[src/rtl/mult_step_scheduler_pkg.sv]
// Shared definitions for the multiplier step scheduler: state encoding and default sizing.
package mult_step_scheduler_pkg;

    localparam int DEFAULT_DIV   = 500000;
    localparam int DEFAULT_STEPS = 8;
    localparam int DEFAULT_SW    = 4;

    typedef enum logic [2:0] {
        S_IDLE   = 3'd0,
        S_LOAD   = 3'd1,
        S_WAIT   = 3'd2,
        S_STEP   = 3'd3,
        S_FINISH = 3'd4
    } state_t;

endpackage

[src/rtl/mult_step_scheduler_if.sv]
// Board-side controls and multiplier-side pulses of the step scheduler, plus debug visibility.
interface mult_step_scheduler_if import mult_step_scheduler_pkg::*;
#(
    parameter int SW = DEFAULT_SW,
    parameter int CW = 19
);
    // Every control output is a single-cycle pulse, with no back-pressure: the
    // multiplier must act on load/step_en in the cycle they are high. start and
    // step_btn are single-cycle requests that are dropped if the FSM cannot take them.
    logic          start;
    logic          abort;
    logic          mode_run;
    logic          step_btn;
    logic          load;
    logic          step_en;
    logic          done;
    logic          busy;
    logic [SW-1:0] step_idx;
    logic          tick;
    state_t        state;
    logic [CW-1:0] prescale_count;

    modport master (
        output start, abort, mode_run, step_btn,
        input  load, step_en, done, busy, step_idx, tick, state, prescale_count
    );

    modport slave (
        input  start, abort, mode_run, step_btn,
        output load, step_en, done, busy, step_idx, tick, state, prescale_count
    );

endinterface

[src/rtl/mult_step_scheduler_step_prescaler.sv]
// Free-running wrap counter that produces the RUN-mode step tick once every DIV cycles.
module step_prescaler #(
    parameter int DIV = 500000,
    parameter int CW  = $clog2(DIV)
) (
    input  logic          clk,
    input  logic          rst,
    input  logic          clr,
    output logic [CW-1:0] count,
    output logic          tick
);

    logic [CW-1:0] r_count;
    logic          w_wrap;

    assign w_wrap = (r_count == CW'(DIV - 1));

    // clr realigns the phase so the first step lands exactly DIV cycles after load.
    always_ff @(posedge clk or posedge rst) begin
        if (rst) begin
            r_count <= '0;
        end else if (clr || w_wrap) begin
            r_count <= '0;
        end else begin
            r_count <= r_count + 1'b1;
        end
    end

    assign count = r_count;
    assign tick  = w_wrap;

endmodule

[src/rtl/mult_step_scheduler.sv]
// Sequences the serial multiplier: one load, STEPS step enables paced by tick or button, then done.
module mult_step_scheduler
    import mult_step_scheduler_pkg::*;
#(
    parameter int DIV   = DEFAULT_DIV,
    parameter int STEPS = DEFAULT_STEPS,
    parameter int SW    = DEFAULT_SW
) (
    input  logic                   clk,
    input  logic                   rst,
    mult_step_scheduler_if.slave   bus
);

    localparam int CW = $clog2(DIV);

    state_t        r_state;
    logic [SW-1:0] r_step_idx;
    logic          w_tick;
    logic          w_accept;
    logic          w_advance;
    logic [CW-1:0] w_count;

    assign w_accept  = (r_state == S_IDLE) && bus.start && !bus.abort;
    assign w_advance = bus.mode_run ? w_tick : bus.step_btn;

    step_prescaler #(
        .DIV (DIV),
        .CW  (CW)
    ) u_prescaler (
        .clk   (clk),
        .rst   (rst),
        .clr   (w_accept),
        .count (w_count),
        .tick  (w_tick)
    );

    // Abort outranks every transition, including the FINISH -> IDLE return.
    always_ff @(posedge clk or posedge rst) begin
        if (rst) begin
            r_state    <= S_IDLE;
            r_step_idx <= '0;
        end else if (r_state != S_IDLE && bus.abort) begin
            r_state    <= S_IDLE;
            r_step_idx <= '0;
        end else begin
            case (r_state)
                S_IDLE: begin
                    if (w_accept) begin
                        r_state    <= S_LOAD;
                        r_step_idx <= '0;
                    end
                end
                S_LOAD: r_state <= S_WAIT;
                S_WAIT: begin
                    if (w_advance) r_state <= S_STEP;
                end
                S_STEP: begin
                    r_step_idx <= r_step_idx + 1'b1;
                    if (r_step_idx == SW'(STEPS - 1)) r_state <= S_FINISH;
                    else                              r_state <= S_WAIT;
                end
                S_FINISH: r_state <= S_IDLE;
                default:  r_state <= S_IDLE;
            endcase
        end
    end

    assign bus.load           = (r_state == S_LOAD);
    assign bus.step_en        = (r_state == S_STEP);
    assign bus.done           = (r_state == S_FINISH);
    assign bus.busy           = (r_state != S_IDLE);
    assign bus.step_idx       = r_step_idx;
    assign bus.tick           = w_tick;
    assign bus.state          = r_state;
    assign bus.prescale_count = w_count;

endmodule

[src/flat_wrapper.sv]
// flat-port wrapper written by rule: the top's interface ports become plain ports
module mult_step_scheduler_flat import mult_step_scheduler_pkg::*;
#(
    parameter int DIV   = DEFAULT_DIV,
    parameter int STEPS = DEFAULT_STEPS,
    parameter int SW    = DEFAULT_SW
)
  (clk, rst, bus_start, bus_abort, bus_mode_run, bus_step_btn, bus_load, bus_step_en, bus_done, bus_busy, bus_step_idx, bus_tick, bus_state, bus_prescale_count);
  mult_step_scheduler_if #(.SW(SW), .CW(($clog2(DIV)))) bus_i ();
  input  logic clk;
  input  logic rst;
  input wire logic [$bits(bus_i.start)-1:0] bus_start;
  input wire logic [$bits(bus_i.abort)-1:0] bus_abort;
  input wire logic [$bits(bus_i.mode_run)-1:0] bus_mode_run;
  input wire logic [$bits(bus_i.step_btn)-1:0] bus_step_btn;
  output wire logic [$bits(bus_i.load)-1:0] bus_load;
  output wire logic [$bits(bus_i.step_en)-1:0] bus_step_en;
  output wire logic [$bits(bus_i.done)-1:0] bus_done;
  output wire logic [$bits(bus_i.busy)-1:0] bus_busy;
  output wire logic [$bits(bus_i.step_idx)-1:0] bus_step_idx;
  output wire logic [$bits(bus_i.tick)-1:0] bus_tick;
  output wire logic [$bits(bus_i.state)-1:0] bus_state;
  output wire logic [$bits(bus_i.prescale_count)-1:0] bus_prescale_count;
  assign bus_i.start = bus_start;
  assign bus_i.abort = bus_abort;
  assign bus_i.mode_run = bus_mode_run;
  assign bus_i.step_btn = bus_step_btn;
  assign bus_load = bus_i.load;
  assign bus_step_en = bus_i.step_en;
  assign bus_done = bus_i.done;
  assign bus_busy = bus_i.busy;
  assign bus_step_idx = bus_i.step_idx;
  assign bus_tick = bus_i.tick;
  assign bus_state = bus_i.state;
  assign bus_prescale_count = bus_i.prescale_count;
  mult_step_scheduler #(.DIV(DIV), .STEPS(STEPS), .SW(SW)) u_core (.clk(clk), .rst(rst), .bus(bus_i));
endmodule
[config.mk]
export PLATFORM = sky130hd
export DESIGN_NAME = mult_step_scheduler_flat
export DESIGN_NICKNAME = d
export VERILOG_FILES = /design/src/rtl/mult_step_scheduler_pkg.sv /design/src/rtl/mult_step_scheduler_if.sv /design/src/rtl/mult_step_scheduler_step_prescaler.sv /design/src/rtl/mult_step_scheduler.sv /design/src/flat_wrapper.sv
export SDC_FILE = /design/constraint.sdc
export NUM_CORES = 1
export LEC_CHECK = 0
export CAP_MARGIN = 5
export CORE_ASPECT_RATIO = 0.75
export CORE_MARGIN = 2
export CORE_UTILIZATION = 48
export DETAILED_ROUTE_END_ITERATION = 7
export PLACE_DENSITY_LB_ADDON = 0.12
export SYNTH_ARGS = -nofsm -noshare
export SYNTH_HDL_FRONTEND = slang
export SYNTH_HIERARCHICAL = 1
export SYNTH_SLANG_ARGS = --single-unit
[constraint.sdc]
create_clock -name clk -period 2.6 [get_ports clk]
set_clock_uncertainty 0.2 [all_clocks]
set_input_delay 0.52 -clock clk [delete_from_list [all_inputs] [get_ports clk]]
set_output_delay 0.52 -clock clk [all_outputs]
set_load 0.01 [all_outputs]
# Yosys cells after proc, flatten, opt, wreduce, memory -nomap -nowiden
# Index checks and enable logic that the tools add are counted.
# Widths: inputs -> output; s select.
# word_totals
reg_bits	26
out_inout_bits	31
# classes
add_sub_neg	2
eq_ne	8
n_mux	10
n_reduce_logical	10
# ops
op	n
$add 19x1->19 const B	1
$eq 19x19->1 const B	1
$mux 19	1
$mux 3	4
$pmux 3 s4	1
$mux 4	2
$pmux 4 s2	1
$eq 3x2->1 const B	2
$reduce_bool 3->1	2
$add 4x1->4 const B	1
$eq 4x3->1 const B	1
$reduce_and 2->1	2
$eq 3x1->1 const B	1
$eq 3x3->1 const B	1
$logic_and 1x1->1	3
$logic_not 3->1	1
$ne 3x1->1 const B	1
$ne 3x3->1 const B	1
$logic_not 1->1	1
$logic_or 1x1->1	1
$mux 1	1

# Logic depth before layout (Yosys ltp)
# Gate-level depths: netlist of run 1.
# logic_depth
ltp_word	6
mapped_depth	7
mapped_depth_nobuf	7

# Modules after synthesis
# The synthesis of run 1 kept the hierarchy.
# modules_own_cells
mod	n_inst	cells_per_inst	area_each_um2	seq_area_each_um2
step_prescaler	1	99	994.7	475.5
mult_step_scheduler	1	42	391.6	175.2

# Worst setup path after synthesis of run 1
# Ideal clock, no wire load.
# synth_timing
path_kind	register to output
start	register u_core.u_prescaler.r_count[11] (netlist: u_core/u_prescaler/count[11])
end	output port bus_tick
t_arrival_ns	1.773
t_required_ns	1.880
setup_slack_ns	0.107
path_stages_with_launch	4
path_cell_list	dfrtp_1 > or4b_1 > or4_4 > nor2_1
# synth_via
elab_chain_len	1
# synth_lines
item	line_no	text
start, declared	mult_step_scheduler_step_prescaler.sv:13	logic [CW-1:0] r_count;
start signal, assigned	mult_step_scheduler_step_prescaler.sv:25	r_count <= r_count + 1'b1;
$eq 19x19->1	mult_step_scheduler_step_prescaler.sv:16	assign w_wrap = (r_count == CW'(DIV - 1));
end, declared	flat_wrapper.sv:21	output wire logic [$bits(bus_i.tick)-1:0] bus_tick;
# Every way passes these cells.

# Worst setup path after layout of run 1
# Same ends and word-level chain as after synthesis.

==> results.json, run 1 <==
{
  "finalNonFillerCells": 230,
  "vdd_drop_max_mv": 0.545,
  "tightest_slew_ps": 734,
  "fin_crit_ps": 2710,
  "status": "finished, violations left",
  "layout-drive-gt1-share_pct": 13.9,
  "rows": 16,
  "holdBufCountCts": 0,
  "fin_crit_sh_pct": 104,
  "postCtsSetupBuffers": 0,
  "ys_ff_latch": 26,
  "final_common_cell": "clkdlybuf4s50_1",
  "setup_ws_ps": -105,
  "layout_common_cells": "35 x clkdlybuf4s50_1, 26 x dfrtp_1, 19 x nor2_1, 15 x buf_4",
  "cts_root_buffer": "clkbuf_8",
  "crit_chain": "or4b_1 > or4_4 > nor2_4 > buf_6",
  "core_region_area_um2": 2680,
  "p_leak_nw": 0.807,
  "routedLengthMet1_um": 1670,
  "synth.area.top_cells": "dfrtp_1 47%, nor2_1 5.4%, xnor2_1 4.4%, xor2_1 3.8%, nand3_1 3.6%",
  "wl_met3_um": 238,
  "grt_start_max_net_pins": 20,
  "gp_congestion": 0.829,
  "die_h_um": 50.5,
  "via_count": 1289,
  "drv_slew": 0,
  "relSlewSlack_pct": 51.0,
  "postLayoutCellArea_um2": 1940,
  "drt-pass1-iter-count": 4,
  "cts_num_sinks": 26,
  "synth_cells": 141,
  "ys_seq_area_share_pct": 46.9,
  "cp_slowest_cell": "or4_4",
  "grt_pass1_vias": 1239,
  "cts_buffers": 3,
  "wire_per_inst_um": 14.6,
  "setup_violations": 1,
  "drt_first_iter_violations": 118,
  "post-synth-top-area-fraction_pct": 46.9,
  "synth-edff-count": 0,
  "finalHoldViolations": 0,
  "dp_cells": 227,
  "crit_path_max_incr_delay_ps": 580,
  "routed.top_layer": "met4",
  "pwr_density_cell_nw_per_um2": 488,
  "fin_nets": 204,
  "clk_latency_ps": 270,
  "synth_fp_nets": 149,
  "dp_hpwl_um": 2530,
  "rsz0062_at_grt": "yes",
  "initial_core_util_pct": 51.7,
  "violations": "negative setup slack",
  "critPathLaunchType": "flop",
  "overflow": 0,
  "cp.required_ps": 1880,
  "viasPerCell": 5.60,
  "min_path_type": "input pin to asynchronous set/reset pin",
  "yosys_warnings": 6,
  "synth_cell_types": 34,
  "antenna_found_initial": 0,
  "htreeDepth": 1,
  "dr_wl_met2_um": 1430,
  "max_freq_ghz": 0.370,
  "drcViolationCount": 0,
  "worst-setup-path-type": "flop to output pin",
  "synthesis.area_um2": 1390,
  "worst_ep_arrival_time_ps": 1990,
  "cts_buffer_depth": 2,
  "wl_um": 3360,
  "pre_cts_ws_ps": -282,
  "area_growth_pct": 40.2,
  "insertedDiodeCount": 0,
  "synth_ff_type": "dfrtp_1",
  "clkTransAtPathRegs_ps": 90,
  "die_x_um": 66.1,
  "die-area_um2": 3340,
  "grt_pass1_wl_um": 5620,
  "cp_max_fo": 2,
  "synth_top_cell_by_area": "dfrtp_1",
  "endpoint_kind": "output pin",
  "io_buffers": 36,
  "post_dp_cell_area_um2": 1890,
  "reg2reg_depth": 5,
  "drv_cap": 0,
  "cts_tree": "yes",
  "grtUsageTotal_pct": 22.1,
  "synth-async-reset-ratio_pct": 100,
  "synth_area_per_cell_um2": 9.83,
  "io_pins": 37,
  "whs_ps": 316,
  "ant_nets": 0
}
cell families after synthesis:
group / synth area share (%)
adders and majority gates: 1.80
muxes: 2.17
AOI/OAI and AO/OA: 6.86
DFF: 46.9
xor gates and xnor gates: 8.21
buffers and inverters: 2.44
and+or+nand+nor: 31.6
worst max-delay path, delay by kind of cell, from the launching register on:
kind	cells	cell delay [ps]
simple gates	3	1230
flops	1	380
buf+inv	1	110
area by class of cell:
| cell class | count | area, um^2 |
|---|---|---|
| Clock buffer | 3 | 41.3 |
| Fill cell | 202 | 739 |
| Inverter | 6 | 22.5 |
| Multi-Input combinational cell | 108 | 709 |
| Sequential cell | 26 | 651 |
| Tap cell | 36 | 45.0 |
| Timing Repair Buffer | 51 | 474 |
synth_stat cells (3+ instances only):
cell type  number
dfrtp_1        26
nor2_1         20
xor2_1          6
a21oi_1         5
nand3_1        10
nand2_1        10
nand4_1         5
mux2i_1         3
xnor2_1         7
inv_1           6
o21ai_0         4
nor4_1          7
nor3_1          4
worst paths after layout:
check                                                       start                                endpoint  slack [ps]
max                        u_core/u_prescaler/count[11]$_DFF_PP0_                                bus_tick        -110
min                                                           rst         u_core/bus.state[2]$_DFFE_PP0P_         320
max reg2reg                u_core/u_prescaler/count[11]$_DFF_PP0_  u_core/u_prescaler/count[12]$_DFF_PP0_         160
min reg2reg                    u_core/bus.step_idx[2]$_DFFE_PP0P_      u_core/bus.step_idx[2]$_DFFE_PP0P_         340
max in group asynchronous                                     rst   u_core/u_prescaler/count[7]$_DFF_PP0_        1230
min in group clk               u_core/bus.step_idx[2]$_DFFE_PP0P_      u_core/bus.step_idx[2]$_DFFE_PP0P_         340
sequential cells by signal, summed over array words and instances (netlist names):
signal,flops
u_core/bus.state,3
u_core/bus.step_idx,4
u_core/u_prescaler/count,19
layer usage:
layer | GRT usage, % | vias to the layer above
li1 | - | 622
met5 | 0 | -
met4 | 3.74 | 0
met1 | 32.2 | 622
met2 | 33.8 | 43
met3 | 6.05 | 2
where the power goes:
group | leakage [nW] | total, mW | internal [mW] | switching, mW
registers | 0.355 | 0.507 | 0.439 | 0.0678
clock network | 0.0216 | 0.222 | 0.104 | 0.118
logic | 0.430 | 0.219 | 0.119 | 0.0999
total | 0.807 | 0.948 | 0.662 | 0.286
through the flow:
step	TNS, ps	utilization (%)	power [mW]
3_3_place_gp	-249	70.6	0.723
3_5_place_dp	-282	70.6	0.731
2_1_floorplan	0	-	0.613
5_1_grt	-146	72.4	1.00
4_1_cts	-103	72.4	0.951
6_report	-105	72.4	0.948
what timing repair did:
item                       in CTS  in global routing
pin swaps                       1                  1
resized for setup               7                  0
setup endpoints to repair       1                  1
No activity file was read; power rests on OpenSTA's default activity.
==> inputs of run 2 (changes only) <==
- CORE_UTILIZATION: 48 -> 43
- clock period: 2.6 -> 2.4 ns (I/O delays scaled with it)
==> run 2 against run 1 <==
Against the previous run: the run still ends with negative setup slack left; cell count increased by 5.2%; die area increased by 11%; count of clock-buffer cells in the layout did not move; register-to-register slack worse by 130 ps; largest cell class unchanged; largest power group unchanged; highest routed layer is now met3.
==> results.json, run 2 (synthesized netlist as in run 1, its figures left out) <==
{
  "gp_congestion": 0.808,
  "p_leak_nw": 0.868,
  "whs_ps": 272,
  "pre_cts_ws_ps": -389,
  "critPathLaunchType": "flop",
  "setup_ws_ps": -253,
  "drt-pass1-iter-count": 4,
  "cts_buffer_depth": 2,
  "relSlewSlack_pct": 71.1,
  "status": "finished, violations left",
  "critical-path-top-delay-family": "simple AND/OR/NAND/NOR gates",
  "core_region_area_um2": 3000,
  "finalHoldViolations": 0,
  "post-route-util_pct": 68.8,
  "htreeDepth": 1,
  "final_common_cell": "clkdlybuf4s50_1",
  "tightest_slew_ps": 430,
  "fin_crit_sh_pct": 111,
  "drcViolationCount": 0,
  "grt_start_max_net_pins": 20,
  "dp_hpwl_um": 2600,
  "crit_path_max_incr_delay_ps": 570,
  "io_buffers": 36,
  "grt_pass1_vias": 1224,
  "layout-drive-gt1-share_pct": 19.6,
  "p_clk_share_pct": 30.7,
  "cts_root_buffer": "clkbuf_8",
  "max_freq_ghz": 0.377,
  "antenna_found_initial": 0,
  "fin_crit_ps": 2650,
  "setup_violations": 1,
  "cts_buffers": 3,
  "min_path_type": "input pin to asynchronous set/reset pin",
  "rsz0062_at_grt": "yes",
  "power_frac_comb_pct": 22.1,
  "cp_max_fo": 2,
  "wire_per_inst_um": 14.3,
  "clkTransAtPathRegs_ps": 90,
  "via_count": 1307,
  "largest_register_ffs": 19,
  "fin_nets": 213,
  "wl_um": 3470,
  "initial_core_util_pct": 46.2,
  "layout_common_cells": "34 x clkdlybuf4s50_1, 25 x dfrtp_1, 23 x buf_4, 19 x nor2_1",
  "crit_chain": "or4b_1 > or4_4 > nor2_4 > buf_6",
  "p_int_mw": 0.839,
  "violations": "negative setup slack",
  "drv_cap": 0,
  "cts_tree": "yes",
  "swShare_pct": 27.9,
  "cts_num_sinks": 26,
  "die_x_um": 69.6,
  "io_pins": 37,
  "vdd_drop_max_mv": 0.474,
  "tns_ps": -253,
  "pwr_density_cell_nw_per_um2": 564,
  "worst_ep_arrival_time_ps": 1970,
  "endpoint_kind": "output pin",
  "grt_pass1_wl_um": 5720,
  "viasPerCell": 5.40,
  "rows": 17,
  "path_buf_inv": 1,
  "die_h_um": 53.2,
  "drv_slew": 0,
  "area_growth_pct": 48.9,
  "holdBufCountCts": 0,
  "die-area_um2": 3700,
  "power.total_mw": 1.16,
  "clk_latency_ps": 270,
  "p_switching_mw": 0.325,
  "grtUsageTotal_pct": 19.8,
  "overflow": 0,
  "cp_slowest_cell": "or4_4",
  "drt_first_iter_violations": 79,
  "pwr-share-seq_pct": 47.2,
  "cp.required_ps": 1720,
  "worst-setup-path-type": "flop to output pin",
  "insertedDiodeCount": 0,
  "ant_nets": 0
}
## run 2: layout make-up
class | instances | area, um^2
Fill cell | 244 | 935
Multi-Input combinational cell | 108 | 718
Sequential cell | 26 | 652
Timing Repair Buffer | 60 | 553
Tap cell | 38 | 47.5
Clock buffer | 3 | 41.3
Clock inverter | 1 | 30.0
Inverter | 6 | 22.5
## run 2: per-stage QoR
stage / std cells / area (um^2)
after floorplan: 141 / 1390
after global placement: 237 / 1970
after detailed placement: 237 / 1970
after CTS: 242 / 2060
after global routing: 242 / 2060
final: 242 / 2060
## run 2: per-layer routing
layer	track usage, %	share of wire (%)	wire, um	up-vias
met4	2.94	0	0	0
met5	0	0	0	-
met1	28.8	51	1780	636
met3	5.14	5.2	181	0
li1	-	-	-	637
met2	30.4	43	1500	34
## run 2: worst paths after layout
path	startpoint	to	slack (ps)	cells after the start
setup / recovery	u_core/u_prescaler/count[11]$_DFF_PP0_	bus_tick	-250	4
hold / removal	rst	u_core/bus.step_idx[3]$_DFFE_PP0P_	270	2
setup reg to reg	u_core/u_prescaler/count[11]$_DFF_PP0_	u_core/bus.state[0]$_DFFE_PP0P_	30	8
hold reg to reg	u_core/u_prescaler/count[0]$_DFF_PP0_	u_core/u_prescaler/count[0]$_DFF_PP0_	340	1
max in group asynchronous	rst	u_core/u_prescaler/count[7]$_DFF_PP0_	1430	3
min in group clk	u_core/u_prescaler/count[0]$_DFF_PP0_	u_core/u_prescaler/count[0]$_DFF_PP0_	340	1
## run 2: timing repair
item | 4_1_cts | 5_1_grt
setup buffers | 1 | 0
endpoints found under the setup margin | 3 | 4
resized for setup | 8 | 3
pin swaps | 1 | 1
## run 2: power by group through the flow
stage	sequential (mW)	combinational (mW)	clock [mW]
floorplan	0.562	0.102	0
CTS	0.549	0.255	0.363
global placement	0.550	0.245	0
detailed placement	0.557	0.254	0
finish	0.550	0.257	0.357
global route	0.557	0.278	0.388
==> inputs of run 3 (changes only) <==
- CORE_UTILIZATION: 43 -> 51
- clock period: 2.4 -> 3.1 ns (I/O delays scaled with it)
==> run 3 against run 2 <==
Against the previous run: the flow now finishes without violations; via count down 3.1%; combinational power fell by 29%; count of clock-buffer cells in the layout is the same; power shrank 36%; cell count is 8.3% lower; register-to-register slack gained 650 ps; routed wire length fell by 6.6%; critical path depth did not move; sequential power is 23% lower; global-route usage increased by 1.9 points; final area fell by 10%; critical path type unchanged; critical endpoint unchanged.
==> results.json, run 3 (synthesized netlist as in run 1, its figures left out) <==
{
  "grt_pass1_vias": 1163,
  "gp_congestion": 0.838,
  "swShare_pct": 31.2,
  "layout-drive-gt1-share_pct": 9.68,
  "io_buffers": 36,
  "grt_start_max_net_pins": 20,
  "post-route-util_pct": 71.4,
  "p_leak_nw": 0.755,
  "vdd_drop_max_mv": 0.385,
  "dp_hpwl_um": 2340,
  "die-area_um2": 3160,
  "rsz0062_at_grt": "no",
  "p_clk_share_pct": 18.6,
  "wire_per_inst_um": 14.6,
  "status": "completed",
  "critPathLaunchType": "flop",
  "drv_cap": 0,
  "final_common_cell": "clkdlybuf4s50_1",
  "crit_path_max_incr_delay_ps": 580,
  "via_count": 1267,
  "cp_max_fo": 2,
  "fin_crit_sh_pct": 97.8,
  "grtUsageTotal_pct": 21.7,
  "tightest_slew_ps": 756,
  "drt-pass1-iter-count": 5,
  "overflow": 0,
  "finalHoldViolations": 0,
  "setup_violations": 0,
  "pwr-share-seq_pct": 56.8,
  "relSlewSlack_pct": 49.6,
  "cts_buffers": 3,
  "rows": 16,
  "drt_first_iter_violations": 68,
  "cts_num_sinks": 26,
  "insertedDiodeCount": 0,
  "endpoint_kind": "output pin",
  "ant_nets": 0,
  "initial_core_util_pct": 53.3,
  "power_frac_comb_pct": 24.6,
  "min_path_type": "flop to flop",
  "cp.required_ps": 2280,
  "drv_slew": 0,
  "clk_latency_ps": 320,
  "cts_buffer_depth": 2,
  "viasPerCell": 5.71,
  "largest_register_ffs": 19,
  "core_region_area_um2": 2600,
  "wl_um": 3240,
  "postCtsSetupBuffers": 0,
  "die_x_um": 64.2,
  "cp_slowest_cell": "or4_4",
  "fin_nets": 196,
  "area_growth_pct": 34.0,
  "fin_crit_ps": 3030,
  "tns_ps": 0,
  "clkTransAtPathRegs_ps": 140,
  "cts_root_buffer": "clkbuf_4",
  "crit_chain": "or4b_1 > or4_4 > nor2_2 > clkdlybuf4s15_1",
  "worst_ep_arrival_time_ps": 2210,
  "io_pins": 37,
  "layout_common_cells": "35 x clkdlybuf4s50_1, 26 x dfrtp_1, 19 x nor2_1, 10 x nand3_1, 10 x nand2_1",
  "max_freq_ghz": 0.330,
  "cts_tree": "yes",
  "p_switching_mw": 0.233,
  "worst-setup-path-type": "flop to output pin",
  "pwr_density_cell_nw_per_um2": 401,
  "antenna_found_initial": 0,
  "die_h_um": 49.2,
  "drcViolationCount": 0,
  "p_int_mw": 0.513,
  "htreeDepth": 1,
  "grt_pass1_wl_um": 5450
}
==> run 3: cell count changes in the layout (fill, tap and decap cells not counted), sizes merged <==
cell / delta
bufinv: -1
dlygate4sd2: -1
buf: -18
clkdlybuf4s15: +1
clkdlybuf4s50: +1
==> run 3: power groups by stage <==
| stage | Clock (mW) | Combinational, mW | Sequential [mW] |
|---|---|---|---|
| CTS | 0.146 | 0.184 | 0.424 |
| global route | 0.157 | 0.202 | 0.432 |
| finish | 0.139 | 0.183 | 0.424 |
| global placement | 0 | 0.178 | 0.428 |
| floorplan | 0 | 0.0791 | 0.435 |
| detailed placement | 0 | 0.183 | 0.429 |
==> run 3: worst max-delay path, delay by kind of cell, from the launching register on <==
family | cells | cell delay [ps]
buf+inv | 1 | 250
flops | 1 | 400
simple gates | 3 | 1240
==> run 3: layer usage <==
| layer | vias up | wire (um) | global-route usage (%) |
|---|---|---|---|
| li1 | 604 | - | - |
| met1 | 602 | 1530 | 31.9 |
| met2 | 53 | 1460 | 33.7 |
| met3 | 8 | 218 | 5.54 |
| met4 | 0 | 28 | 2.48 |
| met5 | - | 0 | 0 |
==> run 3: path summary, 6_finish.rpt <==
check	end	startpoint	slack, ps	cells after the start
setup / recovery	bus_tick	u_core/u_prescaler/count[11]$_DFF_PP0_	70	4
hold / removal	u_core/u_prescaler/count[0]$_DFF_PP0_	u_core/u_prescaler/count[0]$_DFF_PP0_	330	1
setup reg to reg	u_core/bus.state[0]$_DFFE_PP0P_	u_core/u_prescaler/count[11]$_DFF_PP0_	680	8
hold reg to reg	u_core/u_prescaler/count[0]$_DFF_PP0_	u_core/u_prescaler/count[0]$_DFF_PP0_	330	1
max in group asynchronous	u_core/u_prescaler/count[12]$_DFF_PP0_	rst	1670	2
min in group asynchronous	u_core/bus.state[2]$_DFFE_PP0P_	rst	350	2
==> run 3: what timing repair did <==
action,in CTS,in global routing
setup endpoints to repair,1,1
hold buffers,0,0
resized for setup,2,1
==> run 3: area by class of cell <==
type                            count  area, um^2
Clock buffer                        3        22.5
Inverter                            6        22.5
Multi-Input combinational cell    108         704
Timing Repair Buffer               43         413
Fill cell                         197         744
Sequential cell                    26         651
Tap cell                           36        45.0
==> run 3: through the flow <==
stage	worst slack, ps	power, mW	hold slack [ps]	cell area [um^2]	instances
after floorplan	507	0.514	223	1390	141
after global placement	129	0.606	295	1830	219
after detailed placement	101	0.612	319	1830	219
after CTS	42.7	0.753	341	1860	222
after global routing	6.73	0.791	373	1860	222
final	68.4	0.746	333	1860	222
